### config.mk
export PLATFORM = sky130hd
export DESIGN_NAME = counter_sweep_ctrl
export DESIGN_NICKNAME = d
export VERILOG_FILES = /design/src/rtl/counter_sweep_ctrl.sv
export SDC_FILE = /design/constraint.sdc
export NUM_CORES = 1
export LEC_CHECK = 0
export ABC_AREA = 0
export BUFFER_PORTS_ARGS = -buffer_cell sky130_fd_sc_hd__buf_2
export CORE_ASPECT_RATIO = 0.75
export CORE_MARGIN = 2
export CORE_UTILIZATION = 57
export CTS_CLUSTER_DIAMETER = 120
export CTS_CLUSTER_SIZE = 10
export DETAILED_ROUTE_END_ITERATION = 8
export GPL_TIMING_DRIVEN = 0
export PLACE_DENSITY = 0.83
export SLEW_MARGIN = 20
export SYNTH_ARGS = -nofsm -noshare
export SYNTH_HDL_FRONTEND = slang
export SYNTH_SLANG_ARGS = --single-unit
### constraint.sdc
create_clock -name clk -period 3.58 [get_ports clk]
set_clock_uncertainty 0.2 [all_clocks]
set_input_delay 0 -clock clk [delete_from_list [all_inputs] [get_ports clk]]
set_output_delay 0 -clock clk [all_outputs]
set_load 0.03 [all_outputs]
### src/rtl/counter_sweep_ctrl.sv
// counter_sweep_ctrl: drives an external up/down counter back and forth
// between latched limits lo..hi for a requested number of round trips.
// Optional feature macro: SWEEP_PAUSE_EN adds a pause input that freezes
// the sweep (enable low, state held) while asserted.
module counter_sweep_ctrl (
    input  logic       clk,
    input  logic       rst,
    input  logic       start,
    input  logic [7:0] lo,
    input  logic [7:0] hi,
    input  logic [3:0] cycles,
    input  logic [7:0] counter_out,
`ifdef SWEEP_PAUSE_EN
    input  logic       pause,
`endif
    output logic       enable,
    output logic       direction,
    output logic       busy,
    output logic       done,
    output logic       err,
    output logic [3:0] sweep_cnt
);

    localparam int unsigned DATA_W = 8;
    localparam int unsigned CNT_W  = 4;

    typedef enum logic [2:0] {
        IDLE = 3'd0,
        SEEK = 3'd1,
        UP   = 3'd2,
        DOWN = 3'd3,
        DONE = 3'd4
    } state_t;

    state_t              state;
    logic [DATA_W-1:0]   lo_r;
    logic [DATA_W-1:0]   hi_r;
    logic [CNT_W-1:0]    cyc_r;
    logic [CNT_W-1:0]    sweep_nxt_c;
    logic                hold_c;

    // Freeze request: only exists when the pause feature is built in
`ifdef SWEEP_PAUSE_EN
    assign hold_c = pause;
`else
    assign hold_c = 1'b0;
`endif

    assign sweep_nxt_c = CNT_W'(sweep_cnt + CNT_W'(1));

    // Sequencer: state, latched parameters, round-trip count and pulse outputs
    always_ff @(posedge clk) begin
        if (!rst) begin
            state     <= IDLE;
            lo_r      <= '0;
            hi_r      <= '0;
            cyc_r     <= '0;
            sweep_cnt <= '0;
            done      <= 1'b0;
            err       <= 1'b0;
        end else begin
            done <= 1'b0;
            err  <= 1'b0;
            case (state)
                IDLE: begin
                    if (start) begin
                        lo_r      <= lo;
                        hi_r      <= hi;
                        cyc_r     <= cycles;
                        sweep_cnt <= '0;
                        if (lo > hi) begin
                            err <= 1'b1;
                        end else if (cycles == '0) begin
                            state <= DONE;
                            done  <= 1'b1;
                        end else begin
                            state <= SEEK;
                        end
                    end
                end
                SEEK: begin
                    if (!hold_c && counter_out == lo_r) begin
                        state <= UP;
                    end
                end
                UP: begin
                    if (!hold_c && counter_out == hi_r) begin
                        state <= DOWN;
                    end
                end
                DOWN: begin
                    if (!hold_c && counter_out == lo_r) begin
                        sweep_cnt <= sweep_nxt_c;
                        if (sweep_nxt_c == cyc_r) begin
                            state <= DONE;
                            done  <= 1'b1;
                        end else begin
                            state <= UP;
                        end
                    end
                end
                DONE: begin
                    state <= IDLE;
                end
                default: begin
                    state <= IDLE;
                end
            endcase
        end
    end

    // Counter steering: enable drops as soon as the counter sits on its target
    always_comb begin
        enable    = 1'b0;
        direction = 1'b0;
        case (state)
            SEEK: begin
                direction = (counter_out < lo_r);
                enable    = !hold_c && (counter_out != lo_r);
            end
            UP: begin
                direction = 1'b1;
                enable    = !hold_c && (counter_out != hi_r);
            end
            DOWN: begin
                direction = 1'b0;
                enable    = !hold_c && (counter_out != lo_r);
            end
            default: begin
                enable    = 1'b0;
                direction = 1'b0;
            end
        endcase
    end

    // Run-in-progress flag decoded from the state register
    assign busy = (state == SEEK) || (state == UP) || (state == DOWN);

endmodule

==> impl_metrics.json, run 1 <==
{
  "layout_common_cells": "nand2_1 (48), buf_2 (42), a21oi_1 (34), dfxtp_1 (29), dlygate4sd3_1 (23)",
  "drc": 0,
  "critPathLaunch": "state[2]",
  "cts_max_level": 2,
  "grt_pass1_wl_um": 7670,
  "p_leak_nw": 1.02,
  "drive_gt1_share_pct": 19.9,
  "end_kind": "flip-flop",
  "rrSetupSlack_ps": 1350,
  "seq_power_share_pct": 40.0,
  "clock_latency_ps": 280,
  "max_cap_viol_count": 0,
  "finalCriticalPeriod_ps": 2230,
  "grt_start_max_net_pins": 11,
  "fin_util_pct": 78.3,
  "r2r-end": "cyc_r[2]",
  "portBuffers": 39,
  "yosys_register_bits": 29,
  "viasPerCell": 5.43,
  "finalSetupViolations": 0,
  "post_cts_buffers": 0,
  "holdPathStages": 6,
  "overflow": 0,
  "clock-sinks": 29,
  "drt_iter0_markers": 135,
  "wire_per_inst_um": 14.2,
  "cts_tree": "done",
  "synth-warning-count": 0,
  "switching_share_pct": 33.0,
  "diodes": 0,
  "synth_async_sr_flop_share_pct": 0,
  "synth_nets": 270,
  "rsz0062_at_grt": "no",
  "start_util_pct": 59.1,
  "dp_hpwl_um": 3170,
  "setup.worst_path.start_class": "flip-flop",
  "core.rowCount": 17,
  "switching_power_w": 0.000303,
  "synthesis.area_um2": 1720,
  "synth_area_per_cell_um2": 7.76,
  "cts_buffers": 5,
  "fmax_mhz": 449,
  "drt_pre_antenna_iters": 4,
  "ys_seq_area_share_pct": 33.7,
  "maxSlewHeadroom_pct": 63.1,
  "dr_total_vias": 1785,
  "area.growth.synth_to_final_pct": 32.5,
  "status": "complete, no violations",
  "hold_buffers": 23,
  "intPower_w": 0.000614,
  "synth_cell_types": 35,
  "synth_top_flop_cell": "dfxtp_1",
  "hold_class": "in -> reg",
  "synth_enable_flop_cells": 0,
  "r2r_cells": 7,
  "clk_pin_slew_ps": 60,
  "netlist_instances": 222,
  "ant_nets": 0,
  "wl_um": 4670,
  "criticalPathCategory": "reg -> reg",
  "worstHoldEndpoint": "state[0]",
  "vdd_drop_max_mv": 0.269,
  "slew_viol_final": 0,
  "cts_root_buffer": "clkbuf_8",
  "period_share_pct": 62.2,
  "clockBufferDepth": 2,
  "pin_count": 40,
  "power_density_nw_per_um2": 402,
  "cts_resized": 0,
  "layout_commonest_cell": "nand2_1",
  "hold_violations": 0,
  "die_w_um": 67.5,
  "grt_pass1_vias": 1671,
  "die_area_um2": 3480,
  "core_area_um2": 2910,
  "dieHeight_um": 51.6,
  "nNetsFinal": 339,
  "place.gp.congestion": 0.902,
  "cp_max_fo": 10,
  "crit_required_ps": 3610,
  "grtUsageTotal_pct": 30.7,
  "antenna_found_initial": 0,
  "min_from": "counter_out[4]",
  "combPwrFrac_pct": 29.8,
  "cp.arrival_ps": 2250,
  "r2r_start": "state[2]",
  "clock_power_share_pct": 30.1,
  "worst_slew_pin_slew_ps": 548,
  "setup-tns-final_ps": 0
}
-- kinds of logic (layout without fill, tap and decap cells) --
group                      after synthesis  after routing  synth area share [%]
AOI/OAI and AO/OA                       46             46                  14.5
buffers and inverters                   27             96                  6.54
adders and majority gates               17             17                  12.4
DFF                                     29             29                  33.7
xor gates and xnor gates                14             14                  7.12
and+or+nand+nor                         89             89                  25.7
-- routing by layer --
metal / part of all wire (%) / routed length (um) / GRT usage (%) / vias up
li1: - / - / - / 890
met4: 1.7 / 78 / 12.6 / 0
met5: 0 / 0 / 0 / -
met3: 8.1 / 380 / 5.63 / 10
met2: 44 / 2050 / 47.9 / 78
met1: 46 / 2170 / 41.6 / 807
-- power groups by stage --
stage	clock network (W)	registers [W]	logic (W)
2_1_floorplan	0	0.000371	0.000172
3_3_place_gp	0	0.000372	0.000239
3_5_place_dp	0	0.000373	0.000244
4_1_cts	0.000273	0.000366	0.000265
5_1_grt	0.000287	0.000369	0.000305
6_report	0.000276	0.000367	0.000274
-- cell usage after synthesis, types with 3 or more instances --
master / instances / area share [%]
buf_2: 3 / 0.87
nor2_1: 14 / 3.1
nand2_1: 48 / 10
clkbuf_1: 4 / 0.87
nor2b_1: 3 / 1.1
dfxtp_1: 29 / 34
nand2b_1: 3 / 1.1
ha_1: 17 / 12
nand4_1: 6 / 2.2
a21oi_1: 34 / 9.9
xnor2_1: 12 / 6.1
inv_1: 16 / 3.5
o21ai_0: 4 / 1.2
-- worst max-delay path by stage --
stage / endpoint / slack (ps)
6_report: cyc_r[2] / 1350
5_1_grt: direction / 1280
4_1_cts: cyc_r[2] / 1420
3_5_place_dp: sweep_cnt[0] / 1550
3_3_place_gp: sweep_cnt[0] / 1580
2_1_floorplan: state[1] / 1650
-- worst max-delay path: stages, from the launching register on --
cell,delay (ps)
dfxtp_1,300
buf_2,170
nor3_2,300
and2_1,250
buf_4,200
nand2_1,60
a21oi_1,110
dlygate4sd3_1,570
-- final cells by class --
cell class	count	area [um2]
multi-input combinational	166	1030
clock buffer	7	86.3
inverter	18	67.6
fill	206	633
tap	38	47.5
timing repair buffer	62	425
buffer	9	45.0
sequential	29	581
-- flip-flops by register name, indices dropped and copies added, names as in the netlist --
signal	cells
cyc_r	4
done	1
err	1
hi_r	8
lo_r	8
state	3
sweep_cnt	4
-- through the flow --
step | worst slack [ps] | std cells | hold WS, ps | total power (W) | instance area (um2)
after global routing | 1280 | 329 | 146 | 0.000962 | 2280
after CTS | 1420 | 329 | 95.2 | 0.000905 | 2280
after detailed placement | 1550 | 299 | 59.8 | 0.000618 | 1960
final | 1350 | 329 | 81.5 | 0.000918 | 2280
after floorplan | 1650 | 222 | -64.0 | 0.000543 | 1720
after global placement | 1580 | 299 | 58.2 | 0.000611 | 1960
Note: power is estimated with default switching activity, not from simulation.
==> inputs of run 2 (changes only) <==
CORE_UTILIZATION = 48   (was 57)
PLACE_DENSITY = 0.74   (was 0.83)
clock period = 1.9 ns   (was 3.58 ns; I/O delays follow)
==> run 2 against run 1 <==
The flow now finishes with violations (setup timing). Final cell count grew 2.7%. Highest routed layer unchanged. Count of clock-buffer cells in the layout is the same. Register-to-register slack lost 1400 ps. Critical path type is now reg -> out. Hold slack gained 57 ps. Critical path depth grew 2.
==> impl_metrics.json, run 2 (synthesis gave the netlist of run 1 again) <==
{
  "status": "finished with violations",
  "violations": "setup timing",
  "cts_tree": "done",
  "reg_top3": "hi_r: 8 flops, lo_r: 8 flops",
  "setup.worst_path.start_class": "flip-flop",
  "core.rowCount": 18,
  "r2r_start": "lo_r[3]",
  "drc": 0,
  "core_area_um2": 3360,
  "dieHeight_um": 55.9,
  "pin_count": 40,
  "end_kind": "output pin",
  "wire_per_inst_um": 15.0,
  "cts_root_buffer": "clkbuf_8",
  "hold_violations": 0,
  "fmax_mhz": 483,
  "wl_um": 5080,
  "die_w_um": 73.2,
  "start_util_pct": 51.3,
  "dp_hpwl_um": 3230,
  "hold_class": "in -> reg",
  "layout_common_cells": "nand2_1 (47), buf_2 (40), a21oi_1 (29), dlygate4sd3_1 (22), dfxtp_1 (21)",
  "die_area_um2": 4090,
  "slowest_delay_ps": 320,
  "slowest_stage": "dfxtp_2",
  "diodes": 0,
  "criticalPathCategory": "reg -> out",
  "maxSlewHeadroom_pct": 51.2,
  "grt_pass1_wl_um": 7690,
  "nNetsFinal": 345,
  "cp.arrival_ps": 1870,
  "postLayoutSetupSlackWorst_ps": -168,
  "cp_cell_sequence": "inv_2 > ha_4 > nor2b_4 > o21ai_1 > nand2b_1 > a21oi_2 > o2111ai_1 > a21oi_1 > buf_4",
  "clock_latency_ps": 290,
  "worst_slew_pin_slew_ps": 725,
  "overflow": 0,
  "dr_total_vias": 1778,
  "vdd_drop_max_mv": 0.448,
  "fin_util_pct": 75.9,
  "antenna_found_initial": 0,
  "holdPathStages": 6,
  "ant_nets": 0,
  "n_fill_cell": 250,
  "clk_pin_slew_ps": 70,
  "grt_pass1_vias": 1650,
  "preCtsSetupSlack_ps": -123,
  "rsz0062_at_grt": "yes",
  "crit_required_ps": 1700,
  "finalCriticalPeriod_ps": 2070,
  "clock-sinks": 29,
  "drt_pre_antenna_iters": 4,
  "layout_commonest_cell": "nand2_1",
  "slew_viol_final": 0,
  "max_cap_viol_count": 0,
  "cp_max_fo": 2,
  "grtUsageTotal_pct": 25.4,
  "finalSetupViolations": 3,
  "place.gp.congestion": 0.850,
  "power_density_nw_per_um2": 738,
  "portBuffers": 39,
  "area.growth.synth_to_final_pct": 48.0,
  "period_share_pct": 109,
  "min_from": "counter_out[0]",
  "cts_max_level": 2,
  "clockBufferDepth": 2,
  "drive_gt1_share_pct": 33.6,
  "grt_start_max_net_pins": 11,
  "p_leak_nw": 1.12,
  "r2r_cells": 9,
  "viasPerCell": 5.26,
  "cts_buffers": 5,
  "critPathLaunch": "lo_r[1]",
  "drt_iter0_markers": 72
}
==> run 2: changes by cell type in the layout (fill, tap and decap cells not counted), sizes merged <==
cell,change
buf,+7
clkinv,+1
dlygate4sd3,-1
==> run 2: path summary, 6_finish.rpt <==
kind	endpoint	slack, ps
worst max-delay path	direction	-170
worst min register to register	lo_r[1]	260
worst max register to register	sweep_cnt[2]	-30
worst min-delay path	state[0]	140
==> run 2: area by class of cell <==
class                      count  area, um2  area share, %
buffer                         9       45.0           1.77
clock buffer                   7       96.3           3.78
clock inverter                 1       5.00          0.196
inverter                      18       67.6           2.65
multi-input combinational    166       1210           47.6
sequential                    29        591           23.2
tap                           40       50.0           1.96
timing repair buffer          68        480           18.9
==> run 2: critical path, delay by kind of cell, from the launching register on <==
family	cells	cell delay [ps]
flops	1	320
buf+inv	2	260
compound gates	4	550
simple gates	2	230
fa+ha+maj	1	210
==> run 2: metrics by stage <==
step	total power [W]	instances	instance area, um2	TNS [ps]	hold slack [ps]
global placement	0.00116	301	1970	-308	58.3
floorplan	0.00102	222	1720	0	-64.0
global route	0.00197	338	2550	-646	186
CTS	0.00181	332	2390	-69.9	88.6
detailed placement	0.00117	301	1970	-334	62.0
finish	0.00188	338	2550	-216	139
==> run 2: where the power goes <==
group	internal [W]	switching (W)	leakage [nW]
Combinational	0.000266	0.000351	0.825
Sequential	0.000663	0.0000332	0.240
Clock	0.000327	0.000240	0.0542
==> run 2: what timing repair did <==
item / in CTS / in global routing
endpoints found under the setup margin: 4 / 8
setup buffers: 1 / 6
gates resized for setup: 18 / 25
cloned: 0 / 0
hold endpoints to repair: 28 / 0
pin swaps: 7 / 13
hold buffers: 22 / 0
==> run 2: layer usage <==
layer / vias to the layer above / part of all wire, % / wire (um) / track usage, %
met4: 0 / 1.7 / 87 / 9.52
met2: 68 / 47 / 2380 / 38.2
met3: 8 / 7.0 / 355 / 5.62
li1: 900 / - / - / -
met5: - / 0 / 0 / 0
met1: 802 / 44 / 2260 / 35.2
==> inputs of run 3 (changes only) <==
SKIP_LAST_GASP = 1   (was not set)
clock period = 1.7 ns   (was 1.9 ns; I/O delays follow)
==> run 3 against run 2 <==
The run still ends with setup timing left. Largest power group unchanged. Count of clock-buffer cells in the layout is the same. Highest routed layer unchanged. Clock power grew 3.7%. Critical path type is now reg -> reg. Sequential power grew 12%. Largest cell class unchanged.
==> impl_metrics.json, run 3 (synthesis gave the netlist of run 1 again) <==
{
  "status": "finished with violations",
  "violations": "setup timing",
  "cp_cell_sequence": "inv_2 > ha_4 > nand4_1 > nor2_4 > nand2_2 > nor3_4 > a21oi_2 > a211oi_2",
  "worst_slew_pin_slew_ps": 502,
  "preCtsSetupSlack_ps": -279,
  "grt_pass1_wl_um": 8060,
  "vdd_drop_max_mv": 0.468,
  "slowest_stage": "dfxtp_2",
  "slowest_delay_ps": 330,
  "place.gp.congestion": 0.821,
  "crit_required_ps": 1690,
  "p_leak_nw": 1.10,
  "r2r_cells": 8,
  "clk_pin_slew_ps": 60,
  "fmax_mhz": 495,
  "core_area_um2": 3360,
  "power_w": 0.00204,
  "drt_pre_antenna_iters": 4,
  "postLayoutSetupSlackWorst_ps": -319,
  "setup.worst_path.start_class": "flip-flop",
  "die_area_um2": 4090,
  "layout_common_cells": "nand2_1 (47), buf_2 (41), a21oi_1 (29), dlygate4sd3_1 (22), dfxtp_1 (21)",
  "overflow": 0,
  "layout_commonest_cell": "nand2_1",
  "nNetsFinal": 344,
  "core.rowCount": 18,
  "power_density_nw_per_um2": 810,
  "clockBufferDepth": 2,
  "period_share_pct": 119,
  "maxSlewHeadroom_pct": 66.3,
  "die_w_um": 73.2,
  "viasPerCell": 5.38,
  "cts_max_level": 2,
  "wire_per_inst_um": 15.2,
  "cp.depth": 8,
  "diodes": 0,
  "critPathTopFamily": "simple AND/OR/NAND/NOR gates",
  "path_buf_inv": 1,
  "rsz0062_at_grt": "yes",
  "slew_viol_final": 0,
  "wl_um": 5110,
  "area.growth.synth_to_final_pct": 46.0,
  "min_from": "counter_out[7]",
  "hold_violations": 0,
  "pin_count": 40,
  "grtUsageTotal_pct": 26.1,
  "antenna_found_initial": 0,
  "dieHeight_um": 55.9,
  "cp.arrival_ps": 2010,
  "clock_latency_ps": 290,
  "finalSetupViolations": 8,
  "cts_buffers": 5,
  "drive_gt1_share_pct": 32.4,
  "holdPathStages": 6,
  "portBuffers": 39,
  "grt_pass1_vias": 1772,
  "ant_nets": 0,
  "grt_start_max_net_pins": 11,
  "cts_tree": "done",
  "finalCriticalPeriod_ps": 2020,
  "drc": 0,
  "critPathLaunch": "lo_r[3]",
  "clock-sinks": 29,
  "reg_top3": "hi_r: 8 flops, lo_r: 8 flops",
  "criticalPathCategory": "reg -> reg",
  "cp_max_fo": 5,
  "dp_hpwl_um": 3240,
  "start_util_pct": 51.3,
  "end_kind": "flip-flop",
  "cts_root_buffer": "clkbuf_8",
  "hold_class": "in -> reg",
  "dr_total_vias": 1806,
  "drt_iter0_markers": 101,
  "r2r_start": "lo_r[3]",
  "max_cap_viol_count": 0
}
==> run 3: cell count changes in the layout (fill, tap and decap cells not counted), sizes merged <==
cell,before,now
clkinv,2,1
clkbuf,11,10
==> run 3: area by class of cell <==
type	count	area, um2
multi-input combinational	166	1200
fill	237	842
sequential	29	593
timing repair buffer	67	469
clock buffer	7	86.3
inverter	18	67.6
tap	40	50.0
buffer	9	47.5
==> run 3: tightest hold or removal path, cell delays in order <==
cell	delay (ps)
buf_2	100
xnor2_1	60
nand4_1	80
o211ai_1	130
nand4_1	110
o32ai_1	80
==> run 3: through the flow <==
step / TNS, ps / cells / utilization [%] / hold WS, ps / instance area [um2]
floorplan: -145 / 222 / - / -71.6 / 1740
global placement: -1480 / 301 / 59.0 / 57.3 / 1980
detailed placement: -1400 / 301 / 59.0 / 59.0 / 1980
CTS: -958 / 333 / 72.0 / 101 / 2420
global route: -2210 / 336 / 74.9 / 168 / 2510
finish: -1540 / 336 / 74.9 / 129 / 2510
==> run 3: routing by layer <==
layer | GRT usage (%) | up-vias | share of wire [%]
li1 | - | 897 | -
met2 | 40.3 | 64 | 46
met3 | 5.98 | 9 | 7.3
met4 | 10.6 | 0 | 1.5
met1 | 34.9 | 836 | 45
met5 | 0 | - | 0
==> run 3: power by group <==
| group | internal, W | switching [W] |
|---|---|---|
| Sequential | 0.000738 | 0.0000394 |
| Clock | 0.000321 | 0.000268 |
| Combinational | 0.000286 | 0.000384 |
==> run 3: worst paths after layout <==
check	endpoint	slack (ps)
setup / recovery	sweep_cnt[2]	-320
hold / removal	state[0]	130
setup reg to reg	sweep_cnt[2]	-320
hold reg to reg	lo_r[2]	250
==> run 3: repair_timing <==
| item | 4_1_cts | 5_1_grt |
|---|---|---|
| hold buffers | 22 | 0 |
| setup buffers | 3 | 3 |
| setup endpoints to repair | 28 | 30 |
| endpoints found under the hold margin | 28 | 0 |
| pin swaps | 9 | 10 |
| gates resized for setup | 21 | 18 |
